### config.mk
export PLATFORM = sky130hd
export DESIGN_NAME = viterbi_traceback_flat
export DESIGN_NICKNAME = d
export VERILOG_FILES = /design/src/rtl/viterbi_pkg.sv /design/src/rtl/viterbi_traceback_if.sv /design/src/rtl/viterbi_tb_mem.sv /design/src/rtl/viterbi_traceback.sv /design/src/flat_wrapper.sv
export SDC_FILE = /design/constraint.sdc
export NUM_CORES = 1
export LEC_CHECK = 0
export ABC_AREA = 1
export BUFFER_PORTS_ARGS = -buffer_cell sky130_fd_sc_hd__buf_2
export CAP_MARGIN = 15
export CORE_MARGIN = 1.5
export CORE_UTILIZATION = 61
export DETAILED_ROUTE_END_ITERATION = 8
export HOLD_SLACK_MARGIN = 0.03
export PLACE_DENSITY = 0.79
export SETUP_SLACK_MARGIN = 0.2
export SKIP_LAST_GASP = 1
export SYNTH_ARGS = -nofsm -noshare
export SYNTH_HDL_FRONTEND = slang
export SYNTH_SLANG_ARGS = --single-unit
### constraint.sdc
create_clock -name clk -period 2.16 [get_ports clk]
set_input_delay 0.324 -clock clk [delete_from_list [all_inputs] [get_ports clk]]
set_output_delay 0.324 -clock clk [all_outputs]
set_load 0.1 [all_outputs]
### src/rtl/viterbi_pkg.sv
// Shared constants and FSM encoding for the K=3 (4-state) Viterbi traceback block.
package viterbi_pkg;

  localparam int NUM_STATES = 4;
  localparam int STATE_W    = 2;
  localparam int DEC_W      = 4;

  typedef enum logic [1:0] {
    ST_FILL  = 2'd0,
    ST_TRACE = 2'd1,
    ST_EMIT  = 2'd2
  } fsm_state_t;

endpackage

### src/rtl/viterbi_traceback_if.sv
// Decision-input and decoded-bit-output streams of the traceback block.
interface viterbi_traceback_if;
  import viterbi_pkg::*;

  // A beat transfers on a rising edge where valid and ready are both high.
  // The source holds valid and its payload stable until that edge, and ready never waits on valid.
  logic               in_valid;
  logic               in_ready;
  logic [DEC_W-1:0]   in_dec;
  logic               in_last;
  logic [STATE_W-1:0] in_best;
  logic               out_valid;
  logic               out_ready;
  logic               out_bit;
  logic               out_last;

  modport slave (
    input  in_valid, in_dec, in_last, in_best, out_ready,
    output in_ready, out_valid, out_bit, out_last
  );

  modport master (
    output in_valid, in_dec, in_last, in_best, out_ready,
    input  in_ready, out_valid, out_bit, out_last
  );

endinterface

### src/rtl/viterbi_tb_mem.sv
// Decision buffer: DEPTH x DEC_W, registered write port, asynchronous read port.
module viterbi_tb_mem
  import viterbi_pkg::*;
#(
  parameter int DEPTH = 16
) (
  input  logic                       clk,
  input  logic                       wr_en,
  input  logic [$clog2(DEPTH)-1:0]   wr_addr,
  input  logic [DEC_W-1:0]           wr_data,
  input  logic [$clog2(DEPTH)-1:0]   rd_addr,
  output logic [DEC_W-1:0]           rd_data
);

  logic [DEC_W-1:0] mem [DEPTH];

  always_ff @(posedge clk) begin
    if (wr_en) mem[wr_addr] <= wr_data;
  end

  assign rd_data = mem[rd_addr];

endmodule

### src/rtl/viterbi_traceback.sv
// Frame-based Viterbi traceback: buffer survivor decisions, trace back from the best
// end state one step per cycle, then stream the decoded bits oldest first.
module viterbi_traceback
  import viterbi_pkg::*;
#(
  parameter int DEPTH = 16
) (
  input  logic                    clk,
  input  logic                    rst,
  viterbi_traceback_if.slave      bus,
  output logic                    busy,
  output logic                    err_ovf,
  output fsm_state_t              dbg_state
);

  localparam int AW = $clog2(DEPTH);
  localparam int LW = AW + 1;

  fsm_state_t         state, state_next;
  logic [AW-1:0]      wr_ptr, idx, rd;
  logic [LW-1:0]      len;
  logic [STATE_W-1:0] s;
  logic [DEPTH-1:0]   bit_buf;
  logic               emit_rdy;
  logic [DEC_W-1:0]   rd_dec;
  logic               accept, at_cap, frame_end, ovf_hit;
  logic               out_fire, last_fire;

  assign bus.in_ready = (state == ST_FILL);
  assign accept       = bus.in_valid && bus.in_ready;
  assign at_cap       = (wr_ptr == AW'(DEPTH - 1));
  assign frame_end    = accept && (bus.in_last || at_cap);
  assign ovf_hit      = accept && !bus.in_last && at_cap;

  assign bus.out_valid = (state == ST_EMIT) && emit_rdy;
  assign bus.out_last  = bus.out_valid && (LW'(rd) == (len - LW'(1)));
  assign bus.out_bit   = bus.out_valid ? bit_buf[rd] : 1'b0;
  assign out_fire      = bus.out_valid && bus.out_ready;
  assign last_fire     = out_fire && bus.out_last;

  assign busy      = (state != ST_FILL);
  assign dbg_state = state;

  viterbi_tb_mem #(.DEPTH(DEPTH)) u_mem (
    .clk     (clk),
    .wr_en   (accept),
    .wr_addr (wr_ptr),
    .wr_data (bus.in_dec),
    .rd_addr (idx),
    .rd_data (rd_dec)
  );

  always_ff @(posedge clk) begin
    if (rst) state <= ST_FILL;
    else     state <= state_next;
  end

  always_comb begin
    state_next = state;
    case (state)
      ST_FILL:  if (frame_end)   state_next = ST_TRACE;
      ST_TRACE: if (idx == '0)   state_next = ST_EMIT;
      ST_EMIT:  if (last_fire)   state_next = ST_FILL;
      default:                   state_next = ST_FILL;
    endcase
  end

  // emit_rdy adds one turnaround cycle between the final traceback step and the first output beat.
  always_ff @(posedge clk) begin
    if (rst) begin
      wr_ptr   <= '0;
      idx      <= '0;
      rd       <= '0;
      len      <= '0;
      s        <= '0;
      emit_rdy <= 1'b0;
      err_ovf  <= 1'b0;
    end else begin
      err_ovf  <= ovf_hit;
      emit_rdy <= (state == ST_EMIT) && (state_next == ST_EMIT);
      case (state)
        ST_FILL: begin
          if (frame_end) begin
            len    <= LW'(wr_ptr) + LW'(1);
            idx    <= wr_ptr;
            s      <= bus.in_best;
            rd     <= '0;
            wr_ptr <= '0;
          end else if (accept) begin
            wr_ptr <= wr_ptr + AW'(1);
          end
        end
        ST_TRACE: begin
          s <= {s[0], rd_dec[s]};
          if (idx != '0) idx <= idx - AW'(1);
        end
        ST_EMIT: begin
          if (last_fire)     rd <= '0;
          else if (out_fire) rd <= rd + AW'(1);
        end
        default: ;
      endcase
    end
  end

  always_ff @(posedge clk) begin
    if (state == ST_TRACE) bit_buf[idx] <= s[1];
  end

endmodule

### src/flat_wrapper.sv
// flat-port wrapper written by rule: the top's interface ports become plain ports
module viterbi_traceback_flat import viterbi_pkg::*;
#(
  parameter int DEPTH = 16
)
  (clk, rst, busy, err_ovf, dbg_state, bus_in_valid, bus_in_dec, bus_in_last, bus_in_best, bus_out_ready, bus_in_ready, bus_out_valid, bus_out_bit, bus_out_last);
  viterbi_traceback_if bus_i ();
  input  logic clk;
  input  logic rst;
  output logic busy;
  output logic err_ovf;
  output fsm_state_t dbg_state;
  input wire logic [$bits(bus_i.in_valid)-1:0] bus_in_valid;
  input wire logic [$bits(bus_i.in_dec)-1:0] bus_in_dec;
  input wire logic [$bits(bus_i.in_last)-1:0] bus_in_last;
  input wire logic [$bits(bus_i.in_best)-1:0] bus_in_best;
  input wire logic [$bits(bus_i.out_ready)-1:0] bus_out_ready;
  output wire logic [$bits(bus_i.in_ready)-1:0] bus_in_ready;
  output wire logic [$bits(bus_i.out_valid)-1:0] bus_out_valid;
  output wire logic [$bits(bus_i.out_bit)-1:0] bus_out_bit;
  output wire logic [$bits(bus_i.out_last)-1:0] bus_out_last;
  assign bus_i.in_valid = bus_in_valid;
  assign bus_i.in_dec = bus_in_dec;
  assign bus_i.in_last = bus_in_last;
  assign bus_i.in_best = bus_in_best;
  assign bus_i.out_ready = bus_out_ready;
  assign bus_in_ready = bus_i.in_ready;
  assign bus_out_valid = bus_i.out_valid;
  assign bus_out_bit = bus_i.out_bit;
  assign bus_out_last = bus_i.out_last;
  viterbi_traceback #(.DEPTH(DEPTH)) u_core (.clk(clk), .rst(rst), .bus(bus_i), .busy(busy), .err_ovf(err_ovf), .dbg_state(dbg_state));
endmodule
==> results.md, run 1 <==
- Reg area: 2963 um^2
- Max Freq: 0.4588 GHz
- Ys flop type: edfxtp_1
- First-pass DRT Iterations: 5
- Met3 Use GR: 2.819%
- Leak: 2.052 nW
- Worst-path fanout max: 2
- Area leader, netlist: edfxtp_1
- DIE HEIGHT: 92.26 um
- Arr. time, crit path: 1860 ps
- Util after Layout: 71.42%
- Layout Nets: 536
- Number of H-tree levels: 3
- Io pins: 19
- R2R Path End: u_core.dbg_state[1]
- Cts bufs inserted: 9
- Die width: 92.26 um
- Final Hold Viols: 0
- DPL Wire Length: 6.826 mm
- Die footprint: 8511 um^2
- Final hold slack: 195.8 ps
- Status: finished, violations left
- Post-Syn Area: 4860 um^2
- PnR worst setup slack: -19.66 ps
- Global route overflow: 0
- HP Start: bus_in_last
- Worst Setup End Kind: output pin
- Initial antenna violation count: 0
- Most frequent cells in the layout: 117 x nand2_1, 80 x edfxtp_1, 59 x nand3_1
- PwrDens: 783.7 nW/um^2
- Tcrit/Tclk final: 100.9%
- Routed len/inst: 16.26 um
- Slowest cell on the critical path: dfxtp_2
- Synth unique cells: 39
- Worst-Margin Slew: 575.9 ps
- Worst-skew pair later-pin latency: 370 ps
- Diodes inserted: 0
- Peak VDD IR: 425.0 uV
- Post-synth EDFFs: 80
- Clk pin slew, worst setup/hold paths: 100 ps
- Layout Skew: 9.217 ps
- Commonest non-fill, non-tap cell in the layout: nand2_1
- Worst reg2reg startpoint: u_core.len[0]
- Post-Syn Nets: 502
- R2r setup slk: 30 ps
- Via count: 3457
- Cts hold-fix bufs: 0
- DRC Markers: 0
- Depth of the worst hold-timing path: 2
- Hold WC Path Type: input port to register
- Largest net degree at the start of global routing: 33
- Core area: 7727 um^2
- Met1 Usage GRT: 35.27%
- Layout area overhead: 13.57%
- Cells after DPL: 591
- Non-filler cells, final: 621
- Drt via density: 5.567
- Worst Hold End: u_core.err_ovf
- Routing usage on met2: 40.06%
- Row count: 32
- CTS tree: built
- Crit path kind: register to output pin
- Routed wire length: 10.10 mm
- Filler cell count: 553
- Clock Sinks: 107
- First-pass GRT wire length: 16.06 mm
- Root Buffer: clkbuf_8
- Initial Util: 62.89%
- CTS max path bufs: 2
- R2r worst-path depth: 14
- Cell count after synthesis: 480
- Max Transition Viols Final: 0
- Number of port buffers: 18
- Syn Area/Cell: 10.12 um^2
- RSZ-0062 raised after global routing: yes
- Busiest grt layer: met2
- GRT Total Usage: 25.18%
- Post-synth ARST share: 0%
- Routed Antenna Nets: 0
- Worst-path cell chain: inv_4 -> ha_4 -> xor2_2 -> nand3_1 -> nor3_2 -> and2_4 -> buf_12
- Yosys reg bits: 107
- Vias in the first global route: 3224
- Synth Warn #: 0
- Share of cells above drive strength 1: 23.31%
- Multi-input gate area: 1790 um^2
- Min cycle time layout: 2180 ps
- Failing checks: negative setup slack
- Slew headroom: 61.56%
- Initial DRC Count: 336
- CP Launch Type: register
- Top cell type's share of synthesized area: 49.43%
- Sequential area share after synthesis: 60.56%
- Max Cap Viol: 0
- Worst EP required: 1840 ps
- Area contributors post-synth: edfxtp_1 49%, dfxtp_1 11%, nand2_1 9.2%
- Final setup fails: 1
- CP peak stage delay: 370 ps
- Routability Congestion: 0.8677
==> worst max-delay path: cells and delay by family (launching register included) <==
kind / cells / cell delay [ps]
DFF: 1 / 370
and+or+nand+nor: 3 / 500
xor gates and xnor gates: 1 / 150
buffers and inverters: 2 / 210
adders and majority gates: 1 / 240
==> where the power goes <==
| group | switching, mW | internal [mW] | total, mW |
|---|---|---|---|
| combinational | 0.573 | 0.259 | 0.832 |
| clock | 0.718 | 0.440 | 1.16 |
| sequential | 0.0640 | 2.27 | 2.33 |
| total | 1.36 | 2.97 | 4.33 |
==> worst max-delay path by stage <==
| stage | cells after the start | slack (ps) | endpoint | startpoint |
|---|---|---|---|---|
| 6_report | 7 | -20 | bus_out_last | u_core.len[0] |
| 5_1_grt | 7 | -90 | bus_out_last | u_core.len[0] |
| 4_1_cts | 7 | 80 | bus_out_last | u_core.len[0] |
| 3_5_place_dp | 7 | 360 | bus_out_last | u_core.len[0] |
| 3_3_place_gp | 7 | 390 | bus_out_last | u_core.len[0] |
| 2_1_floorplan | 10 | 90 | register | u_core.dbg_state[1] |
==> through the flow <==
| stage | setup TNS, ps | instance area (um^2) | worst slack (ps) | total power [mW] |
|---|---|---|---|---|
| after floorplan | 0 | 4918 | 94.42 | 2.972 |
| after global placement | 0 | 5130 | 386.5 | 3.135 |
| after CTS | 0 | 5418 | 84.14 | 4.291 |
| final | -19.66 | 5519 | -19.66 | 4.325 |
| after global routing | -377.0 | 5519 | -89.79 | 4.514 |
| after detailed placement | 0 | 5130 | 356.5 | 3.155 |
==> synthesized netlist by cell type, types with 5 or more instances <==
| library cell | number |
|---|---|
| dfxtp_1 | 27 |
| ha_1 | 11 |
| a21oi_1 | 11 |
| nor2_1 | 55 |
| xor2_1 | 7 |
| nand2_1 | 119 |
| buf_2 | 8 |
| inv_1 | 31 |
| nand3_1 | 61 |
| o21ai_0 | 16 |
| nor2_4 | 5 |
| edfxtp_1 | 80 |
==> per-layer routing <==
layer / part of all wire (%) / vias up / routed length, um
met5: 0 / - / 0
met4: 1.9 / 0 / 192
met3: 5.3 / 18 / 536
met2: 49 / 109 / 4988
met1: 43 / 1645 / 4381
li1: - / 1685 / -
==> area by class of cell <==
class	count	area share, %
multi-input cells	319	32.44
well taps	102	2.312
inverters	39	3.061
clock inverters	7	1.088
clock buffers	9	2.244
flip-flops and latches	107	53.68
repair buffers	38	5.169
==> flip-flops by register name, summed over array words and instances, names as in the netlist, named ones only <==
name and count:
u_core.s 2, u_core.len 5, u_core.idx 4, u_core.bit_buf 16, u_core.rd 4, u_core.u_mem.mem 64
u_core.err_ovf 1, u_core.dbg_state 2, u_core.wr_ptr 4, u_core.emit_rdy 1
==> cells by family after synthesis <==
| logic type | synth area share (%) |
|---|---|
| buffers and inverters | 5.046 |
| flip-flops | 60.56 |
| AND/OR/NAND/NOR | 24.46 |
| AO/OA/AOI/OAI | 5.304 |
| adder cells (fa/ha/maj) | 2.832 |
| XOR/XNOR | 1.802 |
==> timing repair <==
action                     CTS  global route
setup buffers               10             4
setup endpoints to repair    2            10
pin swaps                    8            12
gates cloned                 0             0
resized for setup           14            24
No activity file was read; power rests on OpenSTA's default activity.
==> run 2: changes to the inputs <==
==> constraint.sdc (replaced) <==
create_clock -name clk -period 2.16 [get_ports clk]
set_input_delay 0.324 -clock clk [delete_from_list [all_inputs] [get_ports clk]]
set_output_delay 0.324 -clock clk [all_outputs]
set_load 0.02 [all_outputs]
==> run 2 against run 1 <==
Effect of this change:
- the flow now finishes without violations
- routed wire length decreased by 0.39%
- via count decreased by 0.26%
- sequential share of layout area increased by 0.91 points
- die area unchanged
- register-to-register slack improved by 260 ps
- critical path type unchanged
- critical endpoint unchanged
- highest routed layer unchanged
==> results.md, run 2 (synthesis results as in run 1) <==
- Routed len/inst: 16.44 um (+1.1%)
- Number of port buffers: 18 (unchanged)
- Worst-Margin Slew: 532.2 ps (-43.75 ps)
- Layout Skew: 10.81 ps (+1.594 ps)
- R2r setup slk: 290 ps (+260 ps)
- Crit path kind: register to output pin
- Final setup fails: 0 (-1)
- Status: complete, no violations
- Non-filler cells, final: 612 (-1.4%)
- Layout area overhead: 11.15%
- Multi-input gate area: 1737 um^2 (-3.0%)
- Final Hold Viols: 0 (unchanged)
- Final hold slack: 207.8 ps (+12.06 ps)
- Drt via density: 5.634 (+1.2%)
- Die width: 92.26 um (unchanged)
- Number of H-tree levels: 3 (unchanged)
- Most flops, register: u_core.u_mem.mem
- Largest net degree at the start of global routing: 33 (unchanged)
- DRC Markers: 0 (unchanged)
- Arr. time, crit path: 1740 ps (-120 ps)
- Peak VDD IR: 427.3 uV (+0.55%)
- RSZ-0062 raised after global routing: yes
- Commonest non-fill, non-tap cell in the layout: nand2_1
- Die footprint: 8511 um^2 (unchanged)
- GRT Total Usage: 24.68% (-0.50 points)
- Tcrit/Tclk final: 95.37% (-5.5 points)
- Worst Setup End Kind: output pin
- Clk pin slew, worst setup/hold paths: 100 ps (about the same)
- CP Launch Type: register
- CTS max path bufs: 2 (unchanged)
- Worst Hold End: u_core.err_ovf
- Initial antenna violation count: 0 (unchanged)
- Hold WC Path Type: input port to register
- First-pass GRT wire length: 15.97 mm (-0.56%)
- Layout Nets: 527 (-1.7%)
- Filler cell count: 573 (+3.6%)
- Worst reg2reg startpoint: u_core.len[0]
- Biggest regs: u_core.u_mem.mem x64, u_core.bit_buf x16, u_core.len x5
- Diodes inserted: 0 (unchanged)
- Slew headroom: 64.47% (+2.9 points)
- Root Buffer: clkbuf_8
- Reg area: 2949 um^2 (-0.46%)
- Leak: 2.016 nW (-1.7%)
- Via count: 3448 (-0.26%)
- Cts bufs inserted: 9 (unchanged)
- First-pass DRT Iterations: 5 (unchanged)
- R2R Path End: u_core.rd[2]
- PwrDens: 817.1 nW/um^2 (+4.3%)
- Core area: 7727 um^2 (unchanged)
- Max Transition Viols Final: 0 (unchanged)
- Initial Util: 62.89% (unchanged)
- Row count: 32 (unchanged)
- Worst-skew pair later-pin latency: 370 ps (about the same)
- Routed wire length: 10.06 mm (-0.39%)
- Depth of the worst hold-timing path: 2 (unchanged)
- Most frequent cells in the layout: 119 x nand2_1, 80 x edfxtp_1, 61 x nand3_1
- CTS tree: built
- Tot Pwr: 4.413 mW (+2.0%)
- Min cycle time layout: 2060 ps (-119.7 ps)
- Cells after DPL: 589 (-0.34%)
- Share of cells above drive strength 1: 18.04% (-5.3 points)
- Max Cap Viol: 0 (unchanged)
- Global route overflow: 0 (unchanged)
- Routability Congestion: 0.8229 (-5.2%)
- Clock Sinks: 107 (unchanged)
- DPL Wire Length: 6.662 mm (-2.4%)
- Vias in the first global route: 3280 (+1.7%)
- R2r worst-path depth: 12 (-2)
- Worst EP required: 1840 ps (about the same)
- DIE HEIGHT: 92.26 um (unchanged)
- HP Start: bus_in_last
- Initial DRC Count: 200 (-40%)
- Io pins: 19 (unchanged)
- Max Freq: 0.4854 GHz (+5.8%)
- Worst-path fanout max: 2 (unchanged)
- Routed Antenna Nets: 0 (unchanged)
- Largest register FFs: 64 (unchanged)
==> run 2: cell count changes in the layout (fill, tap and decap cells not counted), sizes merged <==
cell | previous run | this run
buf | 38 | 28
bufinv | 0 | 2
clkinv | 4 | 3
clkinvlp | 1 | 2
inv | 41 | 40
==> run 2: worst max path at each step <==
stage | startpoint | to | slack (ps)
2_1_floorplan | u_core.dbg_state[1] | register | 550
3_3_place_gp | u_core.wr_ptr[0] | register | 370
3_5_place_dp | register | u_core.s[0] | 310
4_1_cts | u_core.len[0] | bus_out_last | 100
5_1_grt | u_core.len[0] | bus_out_last | -30
6_report | u_core.len[0] | bus_out_last | 100
==> run 2: power breakdown <==
group	switching (mW)	leakage [nW]	internal [mW]
registers	0.0685	0.947	2.27
logic	0.489	0.955	0.236
clock network	0.685	0.114	0.664
==> run 2: cell type report <==
type / instances / share of cell area, %
inverters: 39 / 3.150
repair inverters: 1 / 0.1390
clock inverters: 7 / 1.807
flip-flops and latches: 107 / 54.60
well taps: 102 / 2.363
repair buffers: 28 / 3.498
multi-input cells: 319 / 32.15
clock buffers: 9 / 2.293
==> run 2: per-stage QoR <==
stage          TNS (ps)  worst slack, ps  instance area [um^2]  utilization [%]
3_3_place_gp          0            368.8                  5026            65.04
2_1_floorplan         0            545.6                  4860                -
4_1_cts               0            99.34                  5285            68.39
3_5_place_dp          0            312.8                  5026            65.04
5_1_grt          -25.89           -25.89                  5401            69.90
6_report              0            100.0                  5401            69.90
==> run 2: timing repair <==
action	CTS	global route
endpoints found under the setup margin	2	5
pin swaps	4	13
setup buffers	1	5
gates cloned	0	1
gates resized for setup	11	27
hold buffers	0	0
==> run 2: layer usage <==
metal | global-route usage (%) | vias to the layer above | share of wire, %
li1 | - | 1664 | -
met1 | 35.07 | 1664 | 45
met2 | 38.15 | 105 | 48
met3 | 3.980 | 15 | 5.7
met4 | 9.872 | 0 | 1.5
met5 | 0 | - | 0
==> run 2: critical path: stages, from the launching register on <==
cell	delay (ps)
dfxtp_2	360
inv_2	60
ha_4	260
xor2_1	140
nand3_1	100
nor3_2	180
and2_1	160
buf_6	120
